--- src/rtl/pipeline_pkg.sv ---
// Shared pipeline types for the memory stage: FSM states, register-index
// width and the layout of the M->W pipeline register.
package pipeline_pkg;

    localparam int REG_ADDR_WIDTH = 5;

    // Default datapath widths used for the reference record layout below.
    localparam int MW_ADDR_WIDTH = 32;
    localparam int MW_DATA_WIDTH = 32;

    // IDLE: no request outstanding. REQ/WAIT: a request has been presented.
    typedef enum logic [1:0] {
        IDLE = 2'd0,
        REQ  = 2'd1,
        WAIT = 2'd2
    } mem_state_t;

    // M->W record. The top packs its register in this same field order,
    // with the datapath fields sized by its own parameters.
    typedef struct packed {
        logic                      valid;
        logic                      reg_write;
        logic                      result_src;
        logic [REG_ADDR_WIDTH-1:0] rd;
        logic [MW_DATA_WIDTH-1:0]  alu_result;
        logic [MW_DATA_WIDTH-1:0]  read_data;
        logic [MW_ADDR_WIDTH-1:0]  pc_plus4;
    } mw_fields_t;

endpackage

--- src/rtl/flip_flop4.sv ---
// M->W pipeline register. A load captures everything; a bubble clears only
// the control bits (valid, reg_write) and leaves the data fields untouched.
module flip_flop4 #(
    parameter int WIDTH = 32
) (
    input  logic             clk,
    input  logic             rst,
    input  logic             load,
    input  logic             bubble,
    input  logic [1:0]       ctrl_d,
    input  logic [WIDTH-1:0] data_d,
    output logic [1:0]       ctrl_q,
    output logic [WIDTH-1:0] data_q
);

    // Load wins over bubble; a bubble kills the instruction but holds data.
    always_ff @(posedge clk or posedge rst) begin
        if (rst) begin
            ctrl_q <= '0;
            data_q <= '0;
        end else if (load) begin
            ctrl_q <= ctrl_d;
            data_q <= data_d;
        end else if (bubble) begin
            ctrl_q <= '0;
        end
    end

endmodule

--- src/rtl/mem_stage_ctrl.sv ---
// Memory-stage controller: drives the data-memory request/response
// handshake, stalls upstream while a load/store is outstanding, aborts on
// timeout, and feeds the M->W pipeline register.
module mem_stage_ctrl
    import pipeline_pkg::*;
#(
    parameter int ADDRESS_WIDTH  = 32,
    parameter int DATA_WIDTH     = 32,
    parameter int TIMEOUT_CYCLES = 255
) (
    input  logic                      clk_i,
    input  logic                      rst_i,
    input  logic                      validM_i,
    input  logic [DATA_WIDTH-1:0]     alu_resultM_i,
    input  logic [DATA_WIDTH-1:0]     write_dataM_i,
    input  logic [REG_ADDR_WIDTH-1:0] rdM_i,
    input  logic [ADDRESS_WIDTH-1:0]  pc_plus4M_i,
    input  logic                      reg_writeM_i,
    input  logic                      result_srcM_i,
    input  logic                      mem_writeM_i,
    output logic                      dmem_req_o,
    output logic                      dmem_we_o,
    output logic [ADDRESS_WIDTH-1:0]  dmem_addr_o,
    output logic [DATA_WIDTH-1:0]     dmem_wdata_o,
    input  logic                      dmem_gnt_i,
    input  logic                      dmem_rvalid_i,
    input  logic [DATA_WIDTH-1:0]     dmem_rdata_i,
    output logic                      stall_o,
    output logic                      validW_o,
    output logic                      reg_writeW_o,
    output logic                      result_srcW_o,
    output logic [DATA_WIDTH-1:0]     alu_resultW_o,
    output logic [DATA_WIDTH-1:0]     read_dataW_o,
    output logic [REG_ADDR_WIDTH-1:0] rdW_o,
    output logic [ADDRESS_WIDTH-1:0]  pc_plus4W_o,
    output logic                      err_o
);

    localparam int                CNT_W    = $clog2(TIMEOUT_CYCLES + 1);
    // Last permitted cycle in REQ+WAIT: the counter starts at 0 on entry.
    localparam logic [CNT_W-1:0]  CNT_LAST = CNT_W'(TIMEOUT_CYCLES - 1);
    localparam int                W_DATA_W = 1 + REG_ADDR_WIDTH + 2 * DATA_WIDTH + ADDRESS_WIDTH;

    mem_state_t             state, state_next;
    logic [CNT_W-1:0]       cnt;
    logic                   mem_op, is_store, is_load, timed_out;
    logic                   req, stall, complete, abort;
    logic [DATA_WIDTH-1:0]  w_rdata;
    logic [ADDRESS_WIDTH-1:0] addr_src;
    logic [1:0]             w_ctrl_q;
    logic [W_DATA_W-1:0]    w_data_q;

    // Load+store together behaves as a store.
    assign mem_op    = validM_i & (result_srcM_i | mem_writeM_i);
    assign is_store  = mem_writeM_i;
    assign is_load   = result_srcM_i & ~mem_writeM_i;
    assign timed_out = (state != IDLE) && (cnt == CNT_LAST);

    // The memory address is the ALU result, fitted to the address width.
    generate
        if (ADDRESS_WIDTH <= DATA_WIDTH) begin : g_addr_trunc
            assign addr_src = alu_resultM_i[ADDRESS_WIDTH-1:0];
        end else begin : g_addr_ext
            assign addr_src = {{(ADDRESS_WIDTH - DATA_WIDTH){1'b0}}, alu_resultM_i};
        end
    endgenerate

    // Next state, handshake and stall. Nothing is requested while in reset.
    always_comb begin
        state_next = state;
        req        = 1'b0;
        stall      = 1'b0;
        complete   = 1'b0;
        abort      = 1'b0;
        w_rdata    = '0;
        if (!rst_i) begin
            case (state)
                IDLE, REQ: begin
                    if (!mem_op) begin
                        complete   = 1'b1;
                        state_next = IDLE;
                    end else begin
                        req = 1'b1;
                        if (is_store && dmem_gnt_i) begin
                            complete   = 1'b1;
                            state_next = IDLE;
                        end else if (is_load && dmem_gnt_i && dmem_rvalid_i) begin
                            complete   = 1'b1;
                            w_rdata    = dmem_rdata_i;
                            state_next = IDLE;
                        end else if (timed_out) begin
                            abort      = 1'b1;
                            state_next = IDLE;
                        end else if (dmem_gnt_i) begin
                            stall      = 1'b1;
                            state_next = WAIT;
                        end else begin
                            // rvalid without a grant is ignored here
                            stall      = 1'b1;
                            state_next = REQ;
                        end
                    end
                end
                WAIT: begin
                    if (dmem_rvalid_i) begin
                        complete   = 1'b1;
                        w_rdata    = dmem_rdata_i;
                        state_next = IDLE;
                    end else if (timed_out) begin
                        abort      = 1'b1;
                        state_next = IDLE;
                    end else begin
                        stall = 1'b1;
                    end
                end
                default: state_next = IDLE;
            endcase
        end
    end

    assign stall_o      = stall;
    assign dmem_req_o   = req;
    assign dmem_we_o    = req & mem_writeM_i;
    assign dmem_addr_o  = req ? addr_src : '0;
    assign dmem_wdata_o = (req & mem_writeM_i) ? write_dataM_i : '0;

    // State register.
    always_ff @(posedge clk_i or posedge rst_i) begin
        if (rst_i) state <= IDLE;
        else       state <= state_next;
    end

    // Timeout counter: zero on entry to REQ/WAIT, counts while there.
    always_ff @(posedge clk_i or posedge rst_i) begin
        if (rst_i)                                   cnt <= '0;
        else if (state == IDLE || state_next == IDLE) cnt <= '0;
        else                                         cnt <= cnt + CNT_W'(1);
    end

    // Sticky timeout flag.
    always_ff @(posedge clk_i or posedge rst_i) begin
        if (rst_i)      err_o <= 1'b0;
        else if (abort) err_o <= 1'b1;
    end

    flip_flop4 #(
        .WIDTH (W_DATA_W)
    ) u_mw_reg (
        .clk    (clk_i),
        .rst    (rst_i),
        .load   (complete),
        .bubble (stall | abort),
        .ctrl_d ({validM_i, reg_writeM_i}),
        .data_d ({result_srcM_i, rdM_i, alu_resultM_i, w_rdata, pc_plus4M_i}),
        .ctrl_q (w_ctrl_q),
        .data_q (w_data_q)
    );

    assign {validW_o, reg_writeW_o} = w_ctrl_q;
    assign {result_srcW_o, rdW_o, alu_resultW_o, read_dataW_o, pc_plus4W_o} = w_data_q;

endmodule
--- config.mk ---
export PLATFORM = sky130hd
export DESIGN_NAME = mem_stage_ctrl
export DESIGN_NICKNAME = d
export VERILOG_FILES = /design/src/rtl/pipeline_pkg.sv /design/src/rtl/flip_flop4.sv /design/src/rtl/mem_stage_ctrl.sv
export SDC_FILE = /design/constraint.sdc
export NUM_CORES = 1
export LEC_CHECK = 0
export ABC_CLOCK_PERIOD_IN_PS = 8350
export CAP_MARGIN = 10
export CORE_MARGIN = 10
export CORE_UTILIZATION = 25
export CTS_CLUSTER_SIZE = 10
export DETAILED_ROUTE_END_ITERATION = 16
export SYNTH_ARGS = -nofsm -noshare
export SYNTH_HDL_FRONTEND = slang
export SYNTH_SLANG_ARGS = --single-unit
--- constraint.sdc ---
create_clock -name clk_i -period 8.35 [get_ports clk_i]
set_input_delay 1.2525 -clock clk_i [delete_from_list [all_inputs] [get_ports clk_i]]
set_output_delay 1.2525 -clock clk_i [all_outputs]
set_load 0.05 [all_outputs]
* Yosys cells after proc, flatten, opt, wreduce, memory -nomap -nowiden
Index checks and enable logic that the tools add are counted.
** Word-level totals
- Register bits after elaboration :: 115
- Bits of input ports :: 141
** Operators by class
- Reduce and logical (&&, ||, !) cells :: 10
- Equality and inequality tests :: 3
- Muxes and demuxes :: 43
- Add/subtract/negate cells :: 1
- Bitwise operators :: 6
** Operators by type and width (count)
- two-way mux 32 bit :: 7
- case mux 32 bit (2 select lines) :: 1
- two-way mux 1 bit :: 20
- two-way mux 2 bit :: 10
- adder 8 x 1 -> 8 bit, second input constant :: 1
- == test 8 bit, second input constant :: 1
- two-way mux 8 bit :: 1
- case mux 1 bit (2 select lines) :: 3
- logical AND 1 bit :: 4
- zero test 2 bit :: 2
- case mux 2 bit (2 select lines) :: 1
- nonzero test 2 bit :: 2
- AND 1 bit :: 3
- == test 2 x 1 -> 1 bit, second input constant :: 1
- == test 2 bit, second input constant :: 1
- bitwise OR 1 bit :: 2
- OR reduction 2 bit :: 1
- logical OR 1 bit :: 1
- NOT 1 bit :: 1

* Logic depth before layout (Yosys ltp)
- Word-level depth :: 12
- Mapped depth :: 7

* Modules after synthesis
Synthesis repeated with hierarchy kept, for this count alone.
** Second synthesis, totals
- Cell total of the unflattened synthesis :: 405
- Area, all modules :: 5457.7 um^2
** Modules (own cells, without submodules)
- flip_flop4 :: cells an instance 225, times used 1, area an instance 4025.1 um^2, sequential area each 2602.5 um^2
- mem_stage_ctrl :: cells an instance 180, times used 1, area an instance 1432.6 um^2, sequential area each 275.3 um^2

* Worst setup path after synthesis
Ideal clock, no wire load.
- Kind :: input-to-output
- From :: input mem_writeM_i
- To :: output stall_o
- Path buffers :: 1
- Required time :: 7.098 ns
- Setup slack :: 4.029 ns
- Stages :: 4
- Data arrival time :: 3.068 ns
- Path through :: buf_2 -> o21a_1 -> o32a_1 -> nor3_1
** On the way
- Cells in the longest elaborated chain, start to end :: 9
** Ends and longest elaborated chain
- start, declared :: RTL line mem_stage_ctrl.sv:20 : input logic mem_writeM_i,
- NOT 1 bit :: RTL line mem_stage_ctrl.sv:56 : assign is_load = result_srcM_i & ~mem_writeM_i;
- AND 1 bit :: RTL line mem_stage_ctrl.sv:56
- logical AND 1 bit (2 in series) :: RTL line mem_stage_ctrl.sv:87 : end else if (is_load && dmem_gnt_i && dmem_rvalid_i) begin
- two-way mux 1 bit :: RTL line mem_stage_ctrl.sv:87
- two-way mux 1 bit :: RTL line mem_stage_ctrl.sv:84 : if (is_store && dmem_gnt_i) begin
- two-way mux 1 bit * :: RTL line mem_stage_ctrl.sv:79 : if (!mem_op) begin
- case mux 1 bit (2 select lines) * :: RTL line mem_stage_ctrl.sv:77 : case (state)
- two-way mux 1 bit * :: RTL line mem_stage_ctrl.sv:76 : if (!rst_i) begin
- end, declared :: RTL line mem_stage_ctrl.sv:28 : output logic stall_o,
Mark *: on every way between the ends. The rest lies on a longest branch, timed or not.

* Worst setup path after layout
- From :: input mem_writeM_i
- To :: output dmem_wdata_o[27]
** On the way
- Cells in the longest elaborated chain, start to end :: 7
** Ends and longest elaborated chain
- bitwise OR 1 bit :: RTL line mem_stage_ctrl.sv:54 : assign mem_op = validM_i & (result_srcM_i | mem_writeM_i);
- AND 1 bit :: RTL line mem_stage_ctrl.sv:54
- two-way mux 1 bit :: RTL line mem_stage_ctrl.sv:79
- two-way mux 1 bit :: RTL line mem_stage_ctrl.sv:77
- two-way mux 1 bit :: RTL line mem_stage_ctrl.sv:76
- AND 1 bit * :: RTL line mem_stage_ctrl.sv:125 : assign dmem_wdata_o = (req & mem_writeM_i) ? write_dataM_i : '0;
- two-way mux 32 bit * :: RTL line mem_stage_ctrl.sv:125
- end, declared :: RTL line mem_stage_ctrl.sv:24 : output logic [DATA_WIDTH-1:0] dmem_wdata_o,
Marks and branches as above.

==> metrics.log <==
INFO  metric met3_wirelength = 1838 um
INFO  metric grt-ovfl-total = 0
INFO  metric hold_viol_final = 0
INFO  metric layout-area-overhead-vs-synth = 79.17%
INFO  metric ir_drop = 127.9 uV
INFO  metric synth_seq_area_share = 0.5780
INFO  metric via_count_of_the_first_global_routing_pass = 4674
INFO  metric io_pins = 313
INFO  metric sum_of_negative_setup_slack = 0 ns
INFO  metric routed_wl = 18420 um
INFO  metric ys.warnings.count = 0
INFO  metric result_of_the_run = finished, final reports clean
INFO  metric tightest_pin_transition = 0.9225 ns
INFO  metric cts_setup_buffers = 0
INFO  metric timing.final.crit_period = 6.108 ns
INFO  metric start_util = 0.2550
INFO  metric ys_types = 40
INFO  metric gate_count_post_synth = 378
INFO  metric global_route_wire_length_before_repair = 27930 um
INFO  metric drt_pass1_iterations = 4
INFO  metric grt_antenna_before_repair = 0
INFO  metric final_max_slew_viol_count = 0
INFO  metric placed_cells = 930
INFO  metric globalplace.congestion = 0.7824
INFO  metric hold_class = flop to flop
INFO  metric met2RoutedLength = 9397 um
INFO  metric synth.net_count = 521
INFO  metric highest-signal-layer = met4
INFO  metric cts_root_buffer = sky130_fd_sc_hd__clkbuf_16
INFO  metric cts_max_path_buffers = 2
INFO  metric synthDominantAreaCellType = sky130_fd_sc_hd__dfrtp_1
INFO  metric remaining_drcs = 0
INFO  metric clock_insertion_delay_worst_skew = 0.40 ns
INFO  metric routed-via-count = 4243
INFO  metric max_freq = 163.7 MHz
INFO  metric synth.avg_cell_area = 13.17 um2
INFO  metric post_route_cells_drive_above_1_share = 0.1595
INFO  metric setup_viol = 0
INFO  metric rsz0062_at_grt = no
INFO  metric cp-start-kind = input pin
INFO  metric clkSlewWorstSetupHoldPaths = 0.05 ns
INFO  metric critPathCaptureType = output port
INFO  metric timing.max_slew.rel_slack = 0.3850
INFO  metric nets = 827
INFO  metric dieWidth = 161.1 um
INFO  metric antennaDiodeCount = 0
INFO  metric drt_iter0_drc = 185
INFO  metric fp-row-count = 51
INFO  metric maximum_capacitance_violations = 0
INFO  metric period_utilization_post_route = 0.7315
INFO  metric static-leakage-power = 3.761 nW
INFO  metric cp.required = 7.10 ns
INFO  metric die_y = 161.1 um
INFO  metric h-tree-depth = 4
INFO  metric cts.hold.buffers_added = 0
INFO  metric postCtsResizedCells = 0
INFO  metric design.die.area = 25960 um2
INFO  metric wl_per_cell = 19.17 um
INFO  metric power.density = 246.4 nW/um2
INFO  metric cts_made_buffers = 17
INFO  metric buffer_ports.inserted = 312
INFO  metric post-synth-top-count-cell = sky130_fd_sc_hd__dfrtp_1
INFO  metric r2r_setup_slack = 5.72 ns
INFO  metric post_synth_instance_area = 4979 um2
INFO  metric grtUsageTotal = 0.1369
INFO  metric synthTopCellsByArea = sky130_fd_sc_hd__dfrtp_1 58%, sky130_fd_sc_hd__mux2_2 14%, sky130_fd_sc_hd__a22o_1 5.8%
INFO  metric netlist_top_cells_count = 115 x sky130_fd_sc_hd__dfrtp_1, 62 x sky130_fd_sc_hd__mux2_2, 33 x sky130_fd_sc_hd__a22o_1, 33 x sky130_fd_sc_hd__and2_1, 32 x sky130_fd_sc_hd__and3_1
INFO  metric design.core.area = 19530 um2
INFO  metric via_cell_ratio = 4.415
INFO  metric final_ant_viol_nets = 0
INFO  metric clock_sink_count = 115
INFO  metric synth-edff-count = 0
INFO  metric grt_max_degree = 72
INFO  metric routedLengthMet1 = 6913 um
INFO  metric synth_top_flop_cell = sky130_fd_sc_hd__dfrtp_1
INFO  metric post-dp-hpwl = 14350 um
INFO  metric cts_tree = yes
INFO  metric critPathArrivalTime = 4.86 ns
INFO  metric synthDominantCellAreaShare = 0.5780
INFO  metric fraction_of_synthesis_flops_using_an_asynchronous_set_or_reset_pin = 1.000
INFO  metric worst_setup_skew_after_layout = 0.008026 ns
INFO  metric synth-seq-cells = 115
INFO  metric biggest_fanout_along_the_worst_timing_path = 41
INFO  metric timing_worst_setup_path_type = input pin to output port
INFO  metric finalNonFillerCells = 961
power breakdown:
group | leakage, nW | total [mW] | internal (mW) | switching [mW]
clock network | 0.292 | 0.738 | 0.490 | 0.248
logic | 2.04 | 0.773 | 0.297 | 0.476
registers | 1.43 | 0.686 | 0.641 | 0.0451
total | 3.76 | 2.20 | 1.43 | 0.770
per-stage QoR:
| stage | instance area [um2] | setup WS (ns) | hold WS (ns) | util | power (mW) |
|---|---|---|---|---|---|
| 2_1_floorplan | 4979 | 3.834 | 0.4662 | - | 1.170 |
| 3_3_place_gp | 8317 | 2.465 | 0.4485 | 0.4259 | 1.469 |
| 3_5_place_dp | 8317 | 2.204 | 0.4554 | 0.4259 | 1.477 |
| 4_1_cts | 8920 | 2.194 | 0.4708 | 0.4568 | 2.232 |
| 5_1_grt | 8920 | 1.952 | 0.4865 | 0.4568 | 2.293 |
| 6_report | 8920 | 2.242 | 0.4664 | 0.4568 | 2.197 |
state kept, by name (all words and copies together) (netlist names):
register	count
cnt	8
err_o	1
state	2
u_mw_reg.ctrl_q	2
u_mw_reg.data_q	102
cell type report:
cell class,count,area [um2]
clock buffer,22,474.2
clock inverter,9,128.9
fill,1808,10610
inverter,5,21.27
multi-input combinational,229,1933
sequential,115,2878
tap,265,331.6
timing repair buffer,316,3153
critical path: stages:
cell and delay (ns):
sky130_fd_sc_hd__clkdlybuf4s50_1 1.05, sky130_fd_sc_hd__nor2_1 0.17, sky130_fd_sc_hd__or3_1 0.39, sky130_fd_sc_hd__inv_1 0.52, sky130_fd_sc_hd__buf_4 0.41, sky130_fd_sc_hd__and3_1 0.22, sky130_fd_sc_hd__clkdlybuf4s50_1 0.81
path summary, 6_finish.rpt:
kind | startpoint | endpoint | depth (start not counted)
setup / recovery | mem_writeM_i | dmem_wdata_o[27] | 7
hold / removal | err_o | err_o | 1
setup reg to reg | state[1] | u_mw_reg.data_q[64] | 5
hold reg to reg | err_o | err_o | 1
max in group asynchronous | rst_i | u_mw_reg.data_q[57] | 3
min in group asynchronous | rst_i | state[1] | 2
cells by family after synthesis:
kind of cell,share of synthesized area
DFF,0.5780
and+or+nand+nor,0.1164
muxes,0.1644
AOI/OAI and AO/OA,0.09199
buffers and inverters,0.03543
xor gates and xnor gates,0.008798
adders and majority gates,0.005026
cells in the final DEF, fill, tap and decap left out, types with 4 or more instances in the layout:
master / n
sky130_fd_sc_hd__clkdlybuf4s50_1: 312
sky130_fd_sc_hd__dfrtp_1: 115
sky130_fd_sc_hd__mux2_2: 62
sky130_fd_sc_hd__a22o_1: 33
sky130_fd_sc_hd__and2_1: 33
sky130_fd_sc_hd__and3_1: 32
sky130_fd_sc_hd__clkbuf_16: 17
sky130_fd_sc_hd__a21oi_1: 9
sky130_fd_sc_hd__mux2_4: 8
sky130_fd_sc_hd__o21ai_0: 6
sky130_fd_sc_hd__nand2_1: 6
sky130_fd_sc_hd__nand3_1: 5
sky130_fd_sc_hd__nor2_1: 4
sky130_fd_sc_hd__inv_1: 4
sky130_fd_sc_hd__buf_4: 4
layer usage:
| metal | up-vias | global-route usage |
|---|---|---|
| li1 | 1958 | - |
| met1 | 2077 | 0.1383 |
| met2 | 192 | 0.2419 |
| met3 | 16 | 0.06711 |
| met4 | 0 | 0.04467 |
| met5 | - | 0 |
No activity file was read; power rests on OpenSTA's default activity.
